**src/rtl/simd_pkg.sv**
```systemverilog
// Types shared by the SIMD pipeline stages: instruction word and fetch-buffer states.
package simd_pkg;
  localparam int unsigned IW = 25;

  typedef logic [IW-1:0] instr_t;

  typedef enum logic [1:0] {
    IBUF_IDLE = 2'd0,
    IBUF_RUN  = 2'd1,
    IBUF_DONE = 2'd2
  } ibuf_state_e;
endpackage

```
**src/rtl/instr_buffer_if.sv**
```systemverilog
// Host-facing bundle of the instruction buffer: load/control inputs and issue/status outputs.
interface instr_buffer_if #(
  parameter int unsigned DEPTH = 64
);
  import simd_pkg::*;

  localparam int unsigned AW = $clog2(DEPTH);

  logic          load_en;
  instr_t        load_data;
  logic          clear;
  logic          start;
  logic          stall;
  instr_t        instr_out;
  logic          instr_valid;
  logic [AW-1:0] pc;
  logic [AW:0]   count;
  logic          busy;
  logic          done;
  logic          overflow;

  modport master (
    output load_en, load_data, clear, start, stall,
    input  instr_out, instr_valid, pc, count, busy, done, overflow
  );

  modport slave (
    input  load_en, load_data, clear, start, stall,
    output instr_out, instr_valid, pc, count, busy, done, overflow
  );
endinterface

```
**src/rtl/instr_mem.sv**
```systemverilog
// Program store: single write port, registered read port; only the read register is reset.
module instr_mem
  import simd_pkg::*;
#(
  parameter int unsigned DEPTH = 64,
  parameter int unsigned AW    = $clog2(DEPTH)
) (
  input  logic          clk,
  input  logic          rst_n,
  input  logic          we,
  input  logic [AW-1:0] waddr,
  input  instr_t        wdata,
  input  logic          re,
  input  logic [AW-1:0] raddr,
  output instr_t        rdata
);
  instr_t mem [DEPTH];

  always_ff @(posedge clk) begin
    if (we) mem[waddr] <= wdata;
  end

  // The read register doubles as the issued-instruction register, so it holds when not read.
  always_ff @(posedge clk or negedge rst_n) begin
    if (!rst_n)  rdata <= '0;
    else if (re) rdata <= mem[raddr];
  end
endmodule

```
**src/rtl/instr_buffer.sv**
```systemverilog
// Instruction fetch stage: loads a program serially, then issues it in order with stall support.
module instr_buffer
  import simd_pkg::*;
#(
  parameter int unsigned DEPTH = 64
) (
  input  logic          clk,
  input  logic          rst_n,
  instr_buffer_if.slave bus
);
  localparam int unsigned AW   = $clog2(DEPTH);
  localparam logic [AW:0] FULL = (AW + 1)'(DEPTH);

  ibuf_state_e state_q, state_d;
  logic [AW:0] pc_q, pc_d;
  logic [AW:0] count_q, count_d;
  logic        valid_q, valid_d;
  logic        ovf_q, ovf_d;
  logic        we, re;
  instr_t      rd_data;

  always_ff @(posedge clk or negedge rst_n) begin
    if (!rst_n) begin
      state_q <= IBUF_IDLE;
      pc_q    <= '0;
      count_q <= '0;
      valid_q <= 1'b0;
      ovf_q   <= 1'b0;
    end else begin
      state_q <= state_d;
      pc_q    <= pc_d;
      count_q <= count_d;
      valid_q <= valid_d;
      ovf_q   <= ovf_d;
    end
  end

  always_comb begin
    state_d = state_q;
    pc_d    = pc_q;
    count_d = count_q;
    valid_d = valid_q;
    ovf_d   = ovf_q;
    we      = 1'b0;
    re      = 1'b0;
    unique case (state_q)
      IBUF_IDLE, IBUF_DONE: begin
        if (bus.clear) begin
          count_d = '0;
          pc_d    = '0;
          ovf_d   = 1'b0;
          state_d = IBUF_IDLE;
        end else if (bus.start) begin
          pc_d    = '0;
          state_d = (count_q != '0) ? IBUF_RUN : IBUF_DONE;
        end else if (bus.load_en && state_q == IBUF_IDLE) begin
          if (count_q != FULL) begin
            we      = 1'b1;
            count_d = count_q + 1'b1;
          end else begin
            ovf_d = 1'b1;
          end
        end
      end
      IBUF_RUN: begin
        if (!bus.stall) begin
          if (pc_q < count_q) begin
            re      = 1'b1;
            valid_d = 1'b1;
            pc_d    = pc_q + 1'b1;
          end else begin
            valid_d = 1'b0;
            state_d = IBUF_DONE;
          end
        end
      end
      default: state_d = IBUF_IDLE;
    endcase
  end

  instr_mem #(
    .DEPTH (DEPTH)
  ) u_mem (
    .clk   (clk),
    .rst_n (rst_n),
    .we    (we),
    .waddr (count_q[AW-1:0]),
    .wdata (bus.load_data),
    .re    (re),
    .raddr (pc_q[AW-1:0]),
    .rdata (rd_data)
  );

  assign bus.instr_out   = rd_data;
  assign bus.instr_valid = valid_q;
  assign bus.pc          = pc_q[AW-1:0];
  assign bus.count       = count_q;
  assign bus.busy        = (state_q == IBUF_RUN);
  assign bus.done        = (state_q == IBUF_DONE);
  assign bus.overflow    = ovf_q;
endmodule

```
**src/flat_wrapper.sv**
```systemverilog
// flat-port wrapper written by rule: the top's interface ports become plain ports
module instr_buffer_flat import simd_pkg::*;
#(
  parameter int unsigned DEPTH = 64
)
  (clk, rst_n, bus_load_en, bus_load_data, bus_clear, bus_start, bus_stall, bus_instr_out, bus_instr_valid, bus_pc, bus_count, bus_busy, bus_done, bus_overflow);
  instr_buffer_if #(.DEPTH(DEPTH)) bus_i ();
  input  logic clk;
  input  logic rst_n;
  input wire logic [$bits(bus_i.load_en)-1:0] bus_load_en;
  input wire logic [$bits(bus_i.load_data)-1:0] bus_load_data;
  input wire logic [$bits(bus_i.clear)-1:0] bus_clear;
  input wire logic [$bits(bus_i.start)-1:0] bus_start;
  input wire logic [$bits(bus_i.stall)-1:0] bus_stall;
  output wire logic [$bits(bus_i.instr_out)-1:0] bus_instr_out;
  output wire logic [$bits(bus_i.instr_valid)-1:0] bus_instr_valid;
  output wire logic [$bits(bus_i.pc)-1:0] bus_pc;
  output wire logic [$bits(bus_i.count)-1:0] bus_count;
  output wire logic [$bits(bus_i.busy)-1:0] bus_busy;
  output wire logic [$bits(bus_i.done)-1:0] bus_done;
  output wire logic [$bits(bus_i.overflow)-1:0] bus_overflow;
  assign bus_i.load_en = bus_load_en;
  assign bus_i.load_data = bus_load_data;
  assign bus_i.clear = bus_clear;
  assign bus_i.start = bus_start;
  assign bus_i.stall = bus_stall;
  assign bus_instr_out = bus_i.instr_out;
  assign bus_instr_valid = bus_i.instr_valid;
  assign bus_pc = bus_i.pc;
  assign bus_count = bus_i.count;
  assign bus_busy = bus_i.busy;
  assign bus_done = bus_i.done;
  assign bus_overflow = bus_i.overflow;
  instr_buffer #(.DEPTH(DEPTH)) u_core (.clk(clk), .rst_n(rst_n), .bus(bus_i));
endmodule
```
**config.mk**
```make
export PLATFORM = sky130hd
export DESIGN_NAME = instr_buffer_flat
export DESIGN_NICKNAME = d
export VERILOG_FILES = /design/src/rtl/simd_pkg.sv /design/src/rtl/instr_buffer_if.sv /design/src/rtl/instr_mem.sv /design/src/rtl/instr_buffer.sv /design/src/flat_wrapper.sv
export SDC_FILE = /design/constraint.sdc
export NUM_CORES = 1
export LEC_CHECK = 0
export CORE_MARGIN = 2
export CORE_UTILIZATION = 62
export DETAILED_ROUTE_END_ITERATION = 7
export GPL_TIMING_DRIVEN = 1
export MAX_ROUTING_LAYER = met4
export PLACE_DENSITY = 0.86
export SLEW_MARGIN = 40
export SYNTH_ARGS = -nofsm -noshare
export SYNTH_HDL_FRONTEND = slang
export SYNTH_HIERARCHICAL = 1
export SYNTH_SLANG_ARGS = --single-unit
export TNS_END_PERCENT = 30
```
**constraint.sdc**
```tcl
create_clock -name clk -period 5.7 [get_ports clk]
set_clock_uncertainty 0.15 [all_clocks]
set_input_delay 1.71 -clock clk [delete_from_list [all_inputs] [get_ports clk]]
set_output_delay 1.71 -clock clk [all_outputs]
set_load 0.03 [all_outputs]
```
==> flow_summary.yaml <==
sta:
  relSlewSlack: 0.323
  max_freq_mhz: 230
  finalSetupTns_ns: 0
  tightest_slew_ns: 1.02
  setup_viol: 0
  slew_viol_final: 0
  rsz0062_at_grt: "false"
  post-route-period-util: 0.763
  hold_violations: 0
  fin_crit_ns: 4.35
yosys:
  synth_top_area_share: 0.750
  synthCells: 3158
  syn_avg_cell_area_um2: 20.3
  yosys-top-cells-area: "edfxtp_1 75%, mux4_2 9.7%, mux2i_1 3.2%, mux2_2 2.2%, dfrtp_1 1.7%"
  synth_edf_count: 1600
  synthesis.area_mm2: 0.0641
  synth_most_common_cell: "edfxtp_1"
  yosys-top-cells-count: "1600 x edfxtp_1, 276 x mux4_2, 203 x nor2_1"
  syn-num-nets: 3198
  yosys.area.top_type: "edfxtp_1"
  ys_ff_latch: 1643
  ys_seq_area_frac: 0.767
  ys_warn_count: 6
  async_reset_ff_frac: 0.0262
  synth_cell_types: 53
  synth-main-ff-cell: "edfxtp_1"
finish:
  syn_to_final_growth_pct: 12.4
  final_cells: 4851
  nets: 3392
  final_layout_size_suffix_gt1_frac: 0.257
  fillers: 5773
grt:
  grt_usage: 0.325
  grt_overflow_total: 0
  grt_max_degree: 112
  grt_pass1_wl_um: 237000
  grt_pass1_vias: 33457
  antenna_found_initial: 4
worst_setup_path:
  r2r_start: "u_core/pc_q[2]"
  startpoint: "u_core/pc_q[2]"
  cp-start-kind: "flop"
  cp.arrival_ns: 2.49
  cp_slowest_stage_delay_ns: 0.91
  crit_family: "flip-flops"
  critPathKind: "reg -> out"
  crit_chain: "clkdlybuf4s50_1"
  cp-end-kind: "output pin"
  worstPathRequired_ns: 3.84
  cp_slowest_cell: "dfrtp_4"
  critPathBufInv: 1
  path_max_fanout: 43
routing:
  routedWlPerCell_um: 34.0
  drtAntennaViolNets: 0
  drt_pre_antenna_iters: 5
  wirelength_um: 165000
  drt_iter0_drc: 5170
  vias_per_cell: 6.82
  via_count: 33096
  drc: 0
pwr:
  p_leak_nw: 22.2
  fin_total_pwr_mw: 27.5
  power_density_mw_per_mm2: 382
  vdd_ir_drop_max_uv: 257
die:
  die_w_um: 325
  dieArea_mm2: 0.106
  initial_core_util: 0.627
  core_mm2: 0.102
  rows: 117
  ios: 73
  fp.dieH_um: 325
min_path:
  hp-start: "u_core/bus.overflow"
  worstHoldPathType: "reg -> reg"
clock_network:
  h-tree-depth: 4
  cts_hold_buf: 0
  cts_resized: 0
  cts_buffers: 157
  clk_latency_ns: 0.79
  post_cts.repair.setup_buffers: 0
  cts_tree: "yes"
  path_clk_slew_ns: 0.06
  cts_root_buf: "clkbuf_16"
  ctsLongestPathBuffers: 3
  cts.sinks: 1643
placement:
  io_buffers: 72
  dp.cells: 4560
  routabilityCongestion: 0.993
  hpwl_um: 93400
job:
  maxCapViolCount: 0
status:
  status: "finished, final reports clean"
-- per-stage QoR --
stage / util / hold WS [ns] / worst slack [ns] / instance area (um^2)
after floorplan: - / 0.401 / 0.358 / 64100
after global placement: 0.652 / 0.338 / 0.714 / 66700
after detailed placement: 0.653 / 0.344 / 0.872 / 66800
after CTS: 0.704 / 0.358 / 1.29 / 72000
after global routing: 0.705 / 0.402 / 1.22 / 72000
final: 0.705 / 0.356 / 1.35 / 72000
-- worst reg2reg max path, stage by stage, from the launching register on --
cell      delay [ns]
dfrtp_4         0.91
ha_1            0.41
a21oi_1         0.17
o21ai_0         0.27
a211oi_4        0.83
buf_4           0.33
nor2b_1         0.08
nor4_1          0.27
nand3_1         0.11
o32ai_1         0.36
o221ai_1        0.18
-- flip-flops by register name, indices dropped and copies added, names as in the netlist --
signal	cells
u_core/u_mem/mem	1600
u_core/u_mem/rdata	25
u_core/bus.count	7
u_core/pc_q	7
u_core/state_q	2
u_core/bus.instr_valid	1
u_core/bus.overflow	1
-- path summary, 6_finish.rpt --
kind	endpoint	slack, ns	cells after the start
max	bus_pc[2]	1.35	1
min	u_core/bus.overflow	0.36	2
max reg2reg	u_core/u_mem/rdata[20]	1.47	10
min reg2reg	u_core/bus.overflow	0.36	2
max in group asynchronous	u_core/pc_q[1]	4.00	2
min in group asynchronous	u_core/bus.instr_valid	0.90	2
-- layout make-up --
class | instances | area (um^2) | share of cell area
sequential | 1643 | 49100 | 0.682
multi-input combinational | 1327 | 14100 | 0.196
clock buffer | 194 | 4150 | 0.0576
timing repair buffer | 213 | 1790 | 0.0249
tap | 1368 | 1710 | 0.0238
clock inverter | 93 | 1050 | 0.0146
inverter | 10 | 37.5 | 0.000521
antenna | 3 | 7.51 | 0.000104
-- per-layer routing --
metal / GRT usage / part of all wire
met1: 0.404 / 0.34
met2: 0.519 / 0.50
met3: 0.0732 / 0.12
met4: 0.141 / 0.050
met5: - / 0
-- power breakdown --
group	switching [mW]	internal, mW	leakage [nW]	total, mW
Sequential	0.163	13.3	15.0	13.5
Combinational	2.02	1.44	4.69	3.46
Clock	4.49	6.11	2.52	10.6
-- kinds of logic (layout without fill, tap and decap cells) --
group / after synthesis / in the layout / synth area share
compound gates: 257 / 257 / 0.0277
xor+xnor: 5 / 5 / 0.000683
fa+ha+maj: 9 / 9 / 0.00176
buf+inv: 188 / 510 / 0.0172
flops: 1643 / 1643 / 0.767
mux: 603 / 603 / 0.151
other cells: 0 / 3 / 0
simple gates: 453 / 453 / 0.0355
-- layout by cell type, fill, tap and decap left out, drive strengths merged, types with 24 or more instances in the layout --
cell | netlist | final
edfxtp | 1600 | 1600
mux4 | 276 | 276
nor2 | 203 | 203
mux2i | 202 | 202
clkbuf | 51 | 194
buf | 127 | 167
mux2 | 125 | 125
nor2b | 79 | 79
clkinv | 0 | 64
a21oi | 60 | 60
o22ai | 52 | 52
nor4 | 50 | 50
a211oi | 49 | 49
clkdlybuf4s50 | 0 | 46
nand2 | 44 | 44
dfrtp | 43 | 43
nand3 | 35 | 35
o32ai | 26 | 26
o221ai | 25 | 25
a22oi | 24 | 24
Power figures use the tool's default switching activity.
